--- config.mk ---
export PLATFORM = sky130hd
export DESIGN_NAME = mult_arbiter
export DESIGN_NICKNAME = d
export VERILOG_FILES = /design/src/rtl/mult_arbiter.sv
export SDC_FILE = /design/constraint.sdc
export NUM_CORES = 1
export LEC_CHECK = 0
export CAP_MARGIN = 25
export CELL_PAD_IN_SITES_DETAIL_PLACEMENT = 1
export CELL_PAD_IN_SITES_GLOBAL_PLACEMENT = 1
export CORE_ASPECT_RATIO = 1.1
export CORE_MARGIN = 4
export CORE_UTILIZATION = 35
export DETAILED_ROUTE_END_ITERATION = 10
export HOLD_SLACK_MARGIN = 0.05
export PLACE_DENSITY = 0.92
export SYNTH_ARGS = -nofsm -noshare
export SYNTH_HDL_FRONTEND = slang
export SYNTH_SLANG_ARGS = --single-unit
--- constraint.sdc ---
create_clock -name Clk -period 13 [get_ports Clk]
set_input_delay 3.9 -clock Clk [delete_from_list [all_inputs] [get_ports Clk]]
set_output_delay 3.9 -clock Clk [all_outputs]
set_load 0.005 [all_outputs]
--- src/rtl/mult_arbiter.sv ---
// mult_arbiter: round-robin front end that shares one shift-add multiplier between two
// requesters, sequencing St/Done and returning each product with a one-cycle Ack.
module mult_arbiter #(
    parameter int TIMEOUT = 64
) (
    input  logic        Clk,
    input  logic        Rst,
    input  logic        Req0,
    input  logic        Req1,
    input  logic [15:0] A0,
    input  logic [15:0] B0,
    input  logic [15:0] A1,
    input  logic [15:0] B1,
    output logic        Ack0,
    output logic        Ack1,
    output logic [31:0] Result0,
    output logic [31:0] Result1,
    output logic [1:0]  Gnt,
    output logic        Err,
    output logic        St,
    output logic [15:0] Multiplicando,
    output logic [15:0] Multiplicador,
    input  logic [31:0] Produto,
    input  logic        Idle,
    input  logic        Done
);

    localparam int CW = $clog2(TIMEOUT + 1);

    typedef enum logic [1:0] {
        S_IDLE  = 2'd0,
        S_START = 2'd1,
        S_WAIT  = 2'd2,
        S_ACK   = 2'd3
    } state_t;

    state_t          r_state;
    state_t          w_state_nxt;
    logic            r_last;
    logic            w_last_nxt;
    logic            r_win;
    logic            w_win_nxt;
    logic [CW-1:0]   r_cnt;
    logic [CW-1:0]   w_cnt_nxt;
    logic [1:0]      r_gnt;
    logic [1:0]      w_gnt_nxt;
    logic            r_st;
    logic            w_st_nxt;
    logic            r_ack0;
    logic            w_ack0_nxt;
    logic            r_ack1;
    logic            w_ack1_nxt;
    logic [31:0]     r_res0;
    logic [31:0]     w_res0_nxt;
    logic [31:0]     r_res1;
    logic [31:0]     w_res1_nxt;
    logic [15:0]     r_mcand;
    logic [15:0]     w_mcand_nxt;
    logic [15:0]     r_mplier;
    logic [15:0]     w_mplier_nxt;
    logic            r_err;
    logic            w_err_nxt;

    logic            w_pick;
    logic [CW-1:0]   w_cnt_inc;
    logic            w_timeout;

    // r_last remembers the port served most recently; on a tie the other port wins
    assign w_pick    = (Req0 && Req1) ? ~r_last : Req1;
    assign w_cnt_inc = r_cnt + CW'(1);
    assign w_timeout = (w_cnt_inc == CW'(TIMEOUT));

    // Next-state and next-output decode for the sequencer
    always_comb begin
        w_state_nxt  = r_state;
        w_last_nxt   = r_last;
        w_win_nxt    = r_win;
        w_cnt_nxt    = r_cnt;
        w_gnt_nxt    = r_gnt;
        w_st_nxt     = 1'b0;
        w_ack0_nxt   = 1'b0;
        w_ack1_nxt   = 1'b0;
        w_res0_nxt   = r_res0;
        w_res1_nxt   = r_res1;
        w_mcand_nxt  = r_mcand;
        w_mplier_nxt = r_mplier;
        w_err_nxt    = r_err;
        case (r_state)
            S_IDLE: begin
                w_gnt_nxt = 2'b00;
                if (Idle && (Req0 || Req1)) begin
                    w_win_nxt    = w_pick;
                    w_mcand_nxt  = w_pick ? A1 : A0;
                    w_mplier_nxt = w_pick ? B1 : B0;
                    w_gnt_nxt    = w_pick ? 2'b10 : 2'b01;
                    w_st_nxt     = 1'b1;
                    w_state_nxt  = S_START;
                end else begin
                    w_state_nxt = S_IDLE;
                end
            end
            S_START: begin
                w_cnt_nxt   = {CW{1'b0}};
                w_state_nxt = S_WAIT;
            end
            S_WAIT: begin
                // Done takes precedence over a watchdog expiry in the same cycle
                if (Done) begin
                    if (r_win) begin
                        w_res1_nxt = Produto;
                        w_ack1_nxt = 1'b1;
                    end else begin
                        w_res0_nxt = Produto;
                        w_ack0_nxt = 1'b1;
                    end
                    w_state_nxt = S_ACK;
                end else if (w_timeout) begin
                    if (r_win) begin
                        w_res1_nxt = 32'd0;
                        w_ack1_nxt = 1'b1;
                    end else begin
                        w_res0_nxt = 32'd0;
                        w_ack0_nxt = 1'b1;
                    end
                    w_err_nxt   = 1'b1;
                    w_state_nxt = S_ACK;
                end else begin
                    w_cnt_nxt = w_cnt_inc;
                end
            end
            S_ACK: begin
                w_last_nxt  = r_win;
                w_gnt_nxt   = 2'b00;
                w_state_nxt = S_IDLE;
            end
            default: begin
                w_gnt_nxt   = 2'b00;
                w_state_nxt = S_IDLE;
            end
        endcase
    end

    // State, priority, watchdog and output registers
    always_ff @(posedge Clk or posedge Rst) begin
        if (Rst) begin
            r_state  <= S_IDLE;
            r_last   <= 1'b1;
            r_win    <= 1'b0;
            r_cnt    <= {CW{1'b0}};
            r_gnt    <= 2'b00;
            r_st     <= 1'b0;
            r_ack0   <= 1'b0;
            r_ack1   <= 1'b0;
            r_res0   <= 32'd0;
            r_res1   <= 32'd0;
            r_mcand  <= 16'd0;
            r_mplier <= 16'd0;
            r_err    <= 1'b0;
        end else begin
            r_state  <= w_state_nxt;
            r_last   <= w_last_nxt;
            r_win    <= w_win_nxt;
            r_cnt    <= w_cnt_nxt;
            r_gnt    <= w_gnt_nxt;
            r_st     <= w_st_nxt;
            r_ack0   <= w_ack0_nxt;
            r_ack1   <= w_ack1_nxt;
            r_res0   <= w_res0_nxt;
            r_res1   <= w_res1_nxt;
            r_mcand  <= w_mcand_nxt;
            r_mplier <= w_mplier_nxt;
            r_err    <= w_err_nxt;
        end
    end

    assign Ack0          = r_ack0;
    assign Ack1          = r_ack1;
    assign Result0       = r_res0;
    assign Result1       = r_res1;
    assign Gnt           = r_gnt;
    assign Err           = r_err;
    assign St            = r_st;
    assign Multiplicando = r_mcand;
    assign Multiplicador = r_mplier;

endmodule

==> results of run 1 <==
cell usage in the layout (no fill, tap or decap), types with 2 or more instances in the layout:
cell type and n:
sky130_fd_sc_hd__a21oi_2 2, sky130_fd_sc_hd__a22o_1 64, sky130_fd_sc_hd__and3_1 2, sky130_fd_sc_hd__buf_4 5, sky130_fd_sc_hd__bufinv_16 3, sky130_fd_sc_hd__clkbuf_1 4
sky130_fd_sc_hd__clkbuf_16 17, sky130_fd_sc_hd__clkbuf_8 2, sky130_fd_sc_hd__clkdlybuf4s50_1 203, sky130_fd_sc_hd__clkinv_2 2, sky130_fd_sc_hd__dfrtp_1 112, sky130_fd_sc_hd__ha_1 6
sky130_fd_sc_hd__inv_1 3, sky130_fd_sc_hd__inv_2 4, sky130_fd_sc_hd__mux2i_1 33, sky130_fd_sc_hd__nand2_1 45, sky130_fd_sc_hd__nand2_2 3, sky130_fd_sc_hd__nand3_1 3
sky130_fd_sc_hd__nand4_1 6, sky130_fd_sc_hd__nand4_4 2, sky130_fd_sc_hd__nor2_1 7, sky130_fd_sc_hd__o211ai_1 4, sky130_fd_sc_hd__o21ai_0 18, sky130_fd_sc_hd__o21ai_1 27
sky130_fd_sc_hd__o221a_2 2, sky130_fd_sc_hd__o221ai_1 2, sky130_fd_sc_hd__o221ai_4 2, sky130_fd_sc_hd__o22ai_1 2
worst max-delay path: cells and delay by family:
family	cells	cell delay, ns
buf+inv	2	0.66
simple gates	1	0.53
compound gates	2	0.55
report_power, final:
part / switching, mW / internal, mW
logic: 0.273 / 0.401
registers: 0.107 / 0.507
clock network: 0.155 / 0.307
total: 0.535 / 1.22
flip-flops by register name (all words and copies together) (netlist names):
signal	cells
Err	1
r_state	2
Ack0	1
Multiplicador	16
Result1	32
Multiplicando	16
r_win	1
Gnt	2
Result0	32
St	1
r_cnt	7
r_last	1
Ack1	1
logic make-up after synthesis:
kind of cell / count (synthesis) / synth area share (%)
multiplexers: 34 / 7.132
flip-flops: 113 / 59.06
adder cells (fa/ha/maj): 6 / 1.567
buffers and inverters: 32 / 3.552
AND/OR/NAND/NOR: 78 / 8.412
AO/OA/AOI/OAI: 127 / 20.27
metal layers:
metal	GRT usage, %	vias up
met1	22.62	2049
met2	40.26	119
li1	-	1848
met5	0	-
met4	7.884	0
met3	6.027	25
cell type report:
cell class	count	area, sq um
fillers	1400	5768
flip-flops and latches	113	2829
clock inverters	6	107.6
repair buffers	209	2090
well taps	184	230.2
multi-input cells	245	1798
clock buffers	23	467.9
inverters	8	32.53
metrics by stage:
stage	power (mW)	utilization (%)	setup WS [ns]
3_3_place_gp	1.247	52.24	7.258
6_report	1.750	56.71	7.639
5_1_grt	1.847	56.71	7.493
3_5_place_dp	1.290	52.24	7.163
2_1_floorplan	0.8651	-	6.114
4_1_cts	1.767	56.56	7.561
final timing paths:
| check | end | slack, ns |
|---|---|---|
| min in group asynchronous | r_cnt[1]$_DFFE_PP0P_ | 3.97 |
| worst min-delay path | Multiplicador[2]$_DFFE_PP0P_ | 0.48 |
| worst max-delay path | Result1[31]$_DFFE_PP0P_ | 7.64 |
| max in group asynchronous | Multiplicando[13]$_DFFE_PP0P_ | 7.74 |
| worst max register to register | Result1[31]$_DFFE_PP0P_ | 10.45 |
| worst min register to register | Multiplicador[2]$_DFFE_PP0P_ | 0.48 |
==> summary.txt, run 1 <==
Timing
  • Number of failing hold endpoints at the final stage: 0
  • Total setup violations reported at the end of the flow: 0
  • Achievable frequency: 0.1865 GHz
  • Part of the cycle the worst path needs: 41.24%
  • Setup repair after global routing missed its margin: false
  • Post-layout min period: 5.361 ns
  • Worst Max-Slew Pin Slew: 0.8380 ns
  • Worst-case headroom to the max-slew limit: 44.13%
  • Total Negative Setup Slacks: 0 ns
  • Final max-slew violation count: 0
  • Worst hold margin: 0.4799 ns
  • Worst clock skew: 0.008189 ns

Synth
  • Leading cell type by number of instances after synthesis: sky130_fd_sc_hd__dfrtp_1
  • Yosys warning total: 0
  • Share of flip-flops with an asynchronous set or reset after synthesis: 100.0%
  • Synth cell types: 40
  • Number of storage elements in the synthesis netlist: 113
  • Average cell area after synthesis: 12.28 sq um
  • Leading cell types by total area after synthesis: sky130_fd_sc_hd__dfrtp_1, sky130_fd_sc_hd__a22o_1, sky130_fd_sc_hd__mux2i_1
  • Sequential fraction of the synthesis area: 59.06%
  • Synth Instances: 390
  • Post-synth top flop: sky130_fd_sc_hd__dfrtp_1
  • Count of flip-flops with a built-in enable after synthesis: 0
  • Post-synth net total: 498
  • Cell type with the highest aggregate area in the netlist: sky130_fd_sc_hd__dfrtp_1
  • Most common library cells after synthesis: sky130_fd_sc_hd__dfrtp_1, sky130_fd_sc_hd__a22o_1, sky130_fd_sc_hd__nand2_1, sky130_fd_sc_hd__mux2i_1, sky130_fd_sc_hd__o21ai_1
  • Cell area after technology mapping: 4790 sq um
  • Top-area cell type share of the netlist area: 58.52%

Routing
  • Highest routed layer: met4
  • Violation count after the first detailed-routing iteration: 203
  • Total detailed-routing wirelength: 16570 microns
  • DR WL met2: 9213 microns
  • Total routed wire length on the met1 layer: 6277 microns
  • Detailed-routing iteration count for the pre-antenna-repair pass: 4
  • Total vias in the final route: 4041
  • Vias/cell: 5.128
  • WL per Instance: 21.03 microns
  • Remaining antenna violation count after routing: 0
  • Remaining routing DRC violations: 0
  • Met3 wire len: 730 microns

Clock network
  • CTS Root Cell: sky130_fd_sc_hd__clkbuf_16
  • Maximum buffer depth of the clock tree: 2
  • Latest clock arrival within the worst-skew pair: 0.41 ns
  • Post-CTS Hold Fix Bufs: 0
  • CTS tree: yes
  • Post-CTS setup-driven buffer insertion count: 0
  • Maximum level of the CTS H-tree: 4
  • Register clock-pin slew on the reported worst setup and hold paths: 0.05 ns
  • Number of gates resized after cts: 0
  • Num CTS Buffers: 17
  • Clock tree sinks: 113

Run
  • Max_cap viols: 0

Floorplan
  • Number of placement rows: 44
  • I/O Pins: 204
  • Initial cell density of the core: 35.95%
  • Full die area: 15620 sq um
  • Die span in y: 130.7 microns
  • DIE WIDTH: 119.5 microns
  • Core outline area: 13320 sq um

Pwr
  • Maximum VDD drop: 0.09351 mV
  • Power per standard cell area: 231.6 nW/um^2
  • P_leak: 3.377 nW

Finish
  • Layout Nets: 702
  • Final std cell area, no fill: 7555 sq um
  • Final Non-Filler Cells: 788
  • N_diodes: 0
  • Area added between synthesis and finish: 57.73%
  • Share of cells above drive strength 1: 8.775%

Worst setup path
  • Series of cell instances along the critical path: clkdlybuf4s50_1 > inv_1 > o221ai_4 > nand4_4 > a22o_1
  • Largest fanout of any net on the critical path: 33
  • Timing startpoint of the critical path: Done
  • Crit path kind: in -> reg
  • Length in cells of the worst reg-to-reg path: 6
  • Arrival time worst endpoint: 5.64 ns
  • Startpoint of the most critical register-to-register path: r_cnt[0]$_DFFE_PP0P_
  • Worst setup SP type: primary input
  • Worst Setup End Kind: flip-flop
  • Maximum cell stage delay along the critical path: 0.53 ns
  • CP max-delay cell: sky130_fd_sc_hd__nand4_4
  • Required time of the critical path: 13.28 ns

GRT
  • Initial antenna violation count: 0
  • Combined global-route utilization of all metal layers: 21.26%
  • Number of global-route vias before repair: 4681
  • Pin count of the biggest net entering global routing: 66
  • Overflow left after global routing: 0
  • First-pass GRT wire length: 25590 microns

Placed design
  • DP Area: 6959 sq um
  • DP Wirelength: 11670 microns
  • DP Cell Count: 758
  • Port Buf Inserts: 203
  • Final weighted congestion of routability-driven global placement: 0.7620

Worst hold path
  • Hold Path Class: reg -> reg
  • Worst Hold Path Cells: 2
  • Startpoint of the tightest hold check path: Multiplicador[2]$_DFFE_PP0P_

Status
  • Result of the run: complete, no violations
Power figures use the tool's default switching activity.
==> run 2: changes to the inputs <==
Settings changed: CORE_UTILIZATION 35 to 32, PLACE_DENSITY 0.92 to 0.85.
Clock period 13 ns to 5.1 ns, I/O delays scaled along.
==> run 2 against run 1 <==
Against the previous run: routed wire length fell by 0.92%; count of clock-buffer cells in the layout did not move; power rose to 2.6 times the previous value; flip-flop and latch count did not move; cell area rose by 1.2%; critical path type unchanged; register-to-register slack got worse by 7.8 ns; non-clock buffer count did not move; largest power group unchanged; clock power rose to 2.8 times the previous value; cell count rose by 1.4%; worst setup slack got worse by 5.5 ns; largest cell class unchanged; highest routed layer unchanged.
==> summary.txt, run 2 (synthesis gave the netlist of run 1 again) <==
Routing
  • Remaining antenna violation count after routing: 0
  • Total routed wire length on the met1 layer: 6288 microns
  • Vias/cell: 5.179
  • Total detailed-routing wirelength: 16420 microns
  • Met3 wire len: 736 microns
  • Violation count after the first detailed-routing iteration: 144
  • Remaining routing DRC violations: 0
  • WL per Instance: 20.55 microns
  • Detailed-routing iteration count for the pre-antenna-repair pass: 4
  • DR WL met2: 8806 microns
  • Total vias in the final route: 4138
  • Highest routed layer: met4

Worst hold path
  • Startpoint of the tightest hold check path: Multiplicando[9]$_DFFE_PP0P_
  • Worst Hold Path Cells: 2
  • Hold Path Class: reg -> reg
  • Worst Hold End: Multiplicando[9]$_DFFE_PP0P_

Worst setup path
  • Maximum cell stage delay along the critical path: 0.56 ns
  • Series of cell instances along the critical path: clkdlybuf4s50_1 > o211ai_1 > buf_4 > o21ai_0
  • Required time of the critical path: 5.35 ns
  • Crit path kind: in -> reg
  • Startpoint of the most critical register-to-register path: r_cnt[0]$_DFFE_PP0P_
  • Largest fanout of any net on the critical path: 63
  • Arrival time worst endpoint: 3.21 ns
  • Worst setup SP type: primary input
  • CP max-delay cell: sky130_fd_sc_hd__buf_4
  • CP Buf/Inv Count: 2
  • Worst Setup End Kind: flip-flop
  • Capture point of the worst reg-to-reg path: Result1[17]$_DFFE_PP0P_
  • Length in cells of the worst reg-to-reg path: 6
  • Worst path top cell family by delay: buffers and inverters
  • Worst-case register-to-register setup slack: 2.66 ns

Floorplan
  • DIE WIDTH: 124.7 microns
  • Core outline area: 14560 sq um
  • Die span in y: 136.3 microns
  • I/O Pins: 204
  • Initial cell density of the core: 32.89%
  • Full die area: 16990 sq um
  • Number of placement rows: 46

Timing
  • Part of the cycle the worst path needs: 58.12%
  • Worst Max-Slew Pin Slew: 0.8871 ns
  • Final max-slew violation count: 0
  • Achievable frequency: 0.3373 GHz
  • Post-layout min period: 2.964 ns
  • Setup repair after global routing missed its margin: false
  • Number of failing hold endpoints at the final stage: 0
  • Total Negative Setup Slacks: 0 ns
  • Worst-case headroom to the max-slew limit: 40.86%
  • Worst clock skew: 0.01587 ns
  • Total setup violations reported at the end of the flow: 0
  • Worst hold margin: 0.4811 ns

Clock network
  • CTS Root Cell: sky130_fd_sc_hd__clkbuf_16
  • Number of gates resized after cts: 0
  • Post-CTS setup-driven buffer insertion count: 0
  • Post-CTS Hold Fix Bufs: 0
  • Register clock-pin slew on the reported worst setup and hold paths: 0.05 ns
  • Maximum level of the CTS H-tree: 4
  • Num CTS Buffers: 17
  • Clock tree sinks: 113
  • Maximum buffer depth of the clock tree: 2
  • Latest clock arrival within the worst-skew pair: 0.41 ns
  • CTS tree: yes

Finish
  • Area added between synthesis and finish: 59.64%
  • Layout Nets: 702
  • N_diodes: 0
  • Share of cells above drive strength 1: 9.720%
  • Most common cell after layout, fill and taps aside: sky130_fd_sc_hd__clkdlybuf4s50_1
  • Most frequent cells in the layout: sky130_fd_sc_hd__clkdlybuf4s50_1, sky130_fd_sc_hd__dfrtp_1, sky130_fd_sc_hd__a22o_1
  • Fillcell total: 1482

GRT
  • Initial antenna violation count: 0
  • Pin count of the biggest net entering global routing: 71
  • Number of global-route vias before repair: 4735
  • First-pass GRT wire length: 26250 microns
  • Combined global-route utilization of all metal layers: 19.66%
  • Overflow left after global routing: 0

Placed design
  • Final weighted congestion of routability-driven global placement: 0.7785
  • DP Wirelength: 11500 microns
  • Port Buf Inserts: 203

Pwr
  • Power per standard cell area: 597.6 nW/um^2
  • Maximum VDD drop: 0.2574 mV
  • P_leak: 3.420 nW

Status
  • Result of the run: complete, no violations

Run
  • Max_cap viols: 0
==> run 2: cell count changes in the layout (fill, tap and decap cells not counted), sizes merged <==
cell	previous run	this run
clkinv	2	4
bufinv	3	4
==> run 2: worst max path at each step <==
| stage | from | to | slack, ns | cells past startpoint |
|---|---|---|---|---|
| after CTS | Req0 | Multiplicando[10]$_DFFE_PP0P_ | 2.01 | 5 |
| after detailed placement | Req0 | Multiplicando[6]$_DFFE_PP0P_ | 1.62 | 5 |
| final | Req1 | Multiplicando[10]$_DFFE_PP0P_ | 2.14 | 4 |
| after global routing | Req1 | Multiplicador[13]$_DFFE_PP0P_ | 2.00 | 4 |
| after global placement | Done | Result1[7]$_DFFE_PP0P_ | 1.68 | 3 |
| after floorplan | Rst | Ack0$_DFF_PP0_ | 0.58 | 1 |
==> run 2: worst reg2reg max path: cells and delay by family (launching register included) <==
family / cells / cell delay [ns]
and+or+nand+nor: 3 / 0.86
adders and majority gates: 1 / 0.26
AOI/OAI and AO/OA: 2 / 0.73
DFF: 1 / 0.47
==> run 2: layout make-up <==
cell class | instances | area (sq um) | share of cell area [%]
tap | 192 | 240.2 | 3.142
clock buffer | 23 | 498.0 | 6.513
clock inverter | 9 | 151.4 | 1.980
inverter | 8 | 32.53 | 0.4255
timing repair buffer | 209 | 2097 | 27.43
multi-input combinational | 245 | 1798 | 23.51
sequential | 113 | 2829 | 37.00
==> run 2: per-layer routing <==
layer,up-vias,GRT usage [%]
li1,1857,-
met1,2118,21.46
met2,127,35.43
met3,36,5.815
met4,0,8.831
met5,-,0
==> run 2: through the flow <==
stage	worst slack, ns	utilization, %	instances	total power [mW]	area (sq um)
floorplan	0.5843	-	390	2.205	4790
global placement	1.678	47.81	765	3.176	6962
detailed placement	1.615	47.91	766	3.266	6977
CTS	2.014	52.37	798	4.616	7626
global route	1.996	52.51	799	4.830	7646
finish	2.136	52.51	799	4.570	7646
==> run 2: where the power goes <==
group	internal [mW]	switching, mW	leakage, nW
clock	0.881	0.416	0.319
sequential	1.29	0.268	1.42
combinational	1.02	0.691	1.68
total	3.19	1.38	3.42
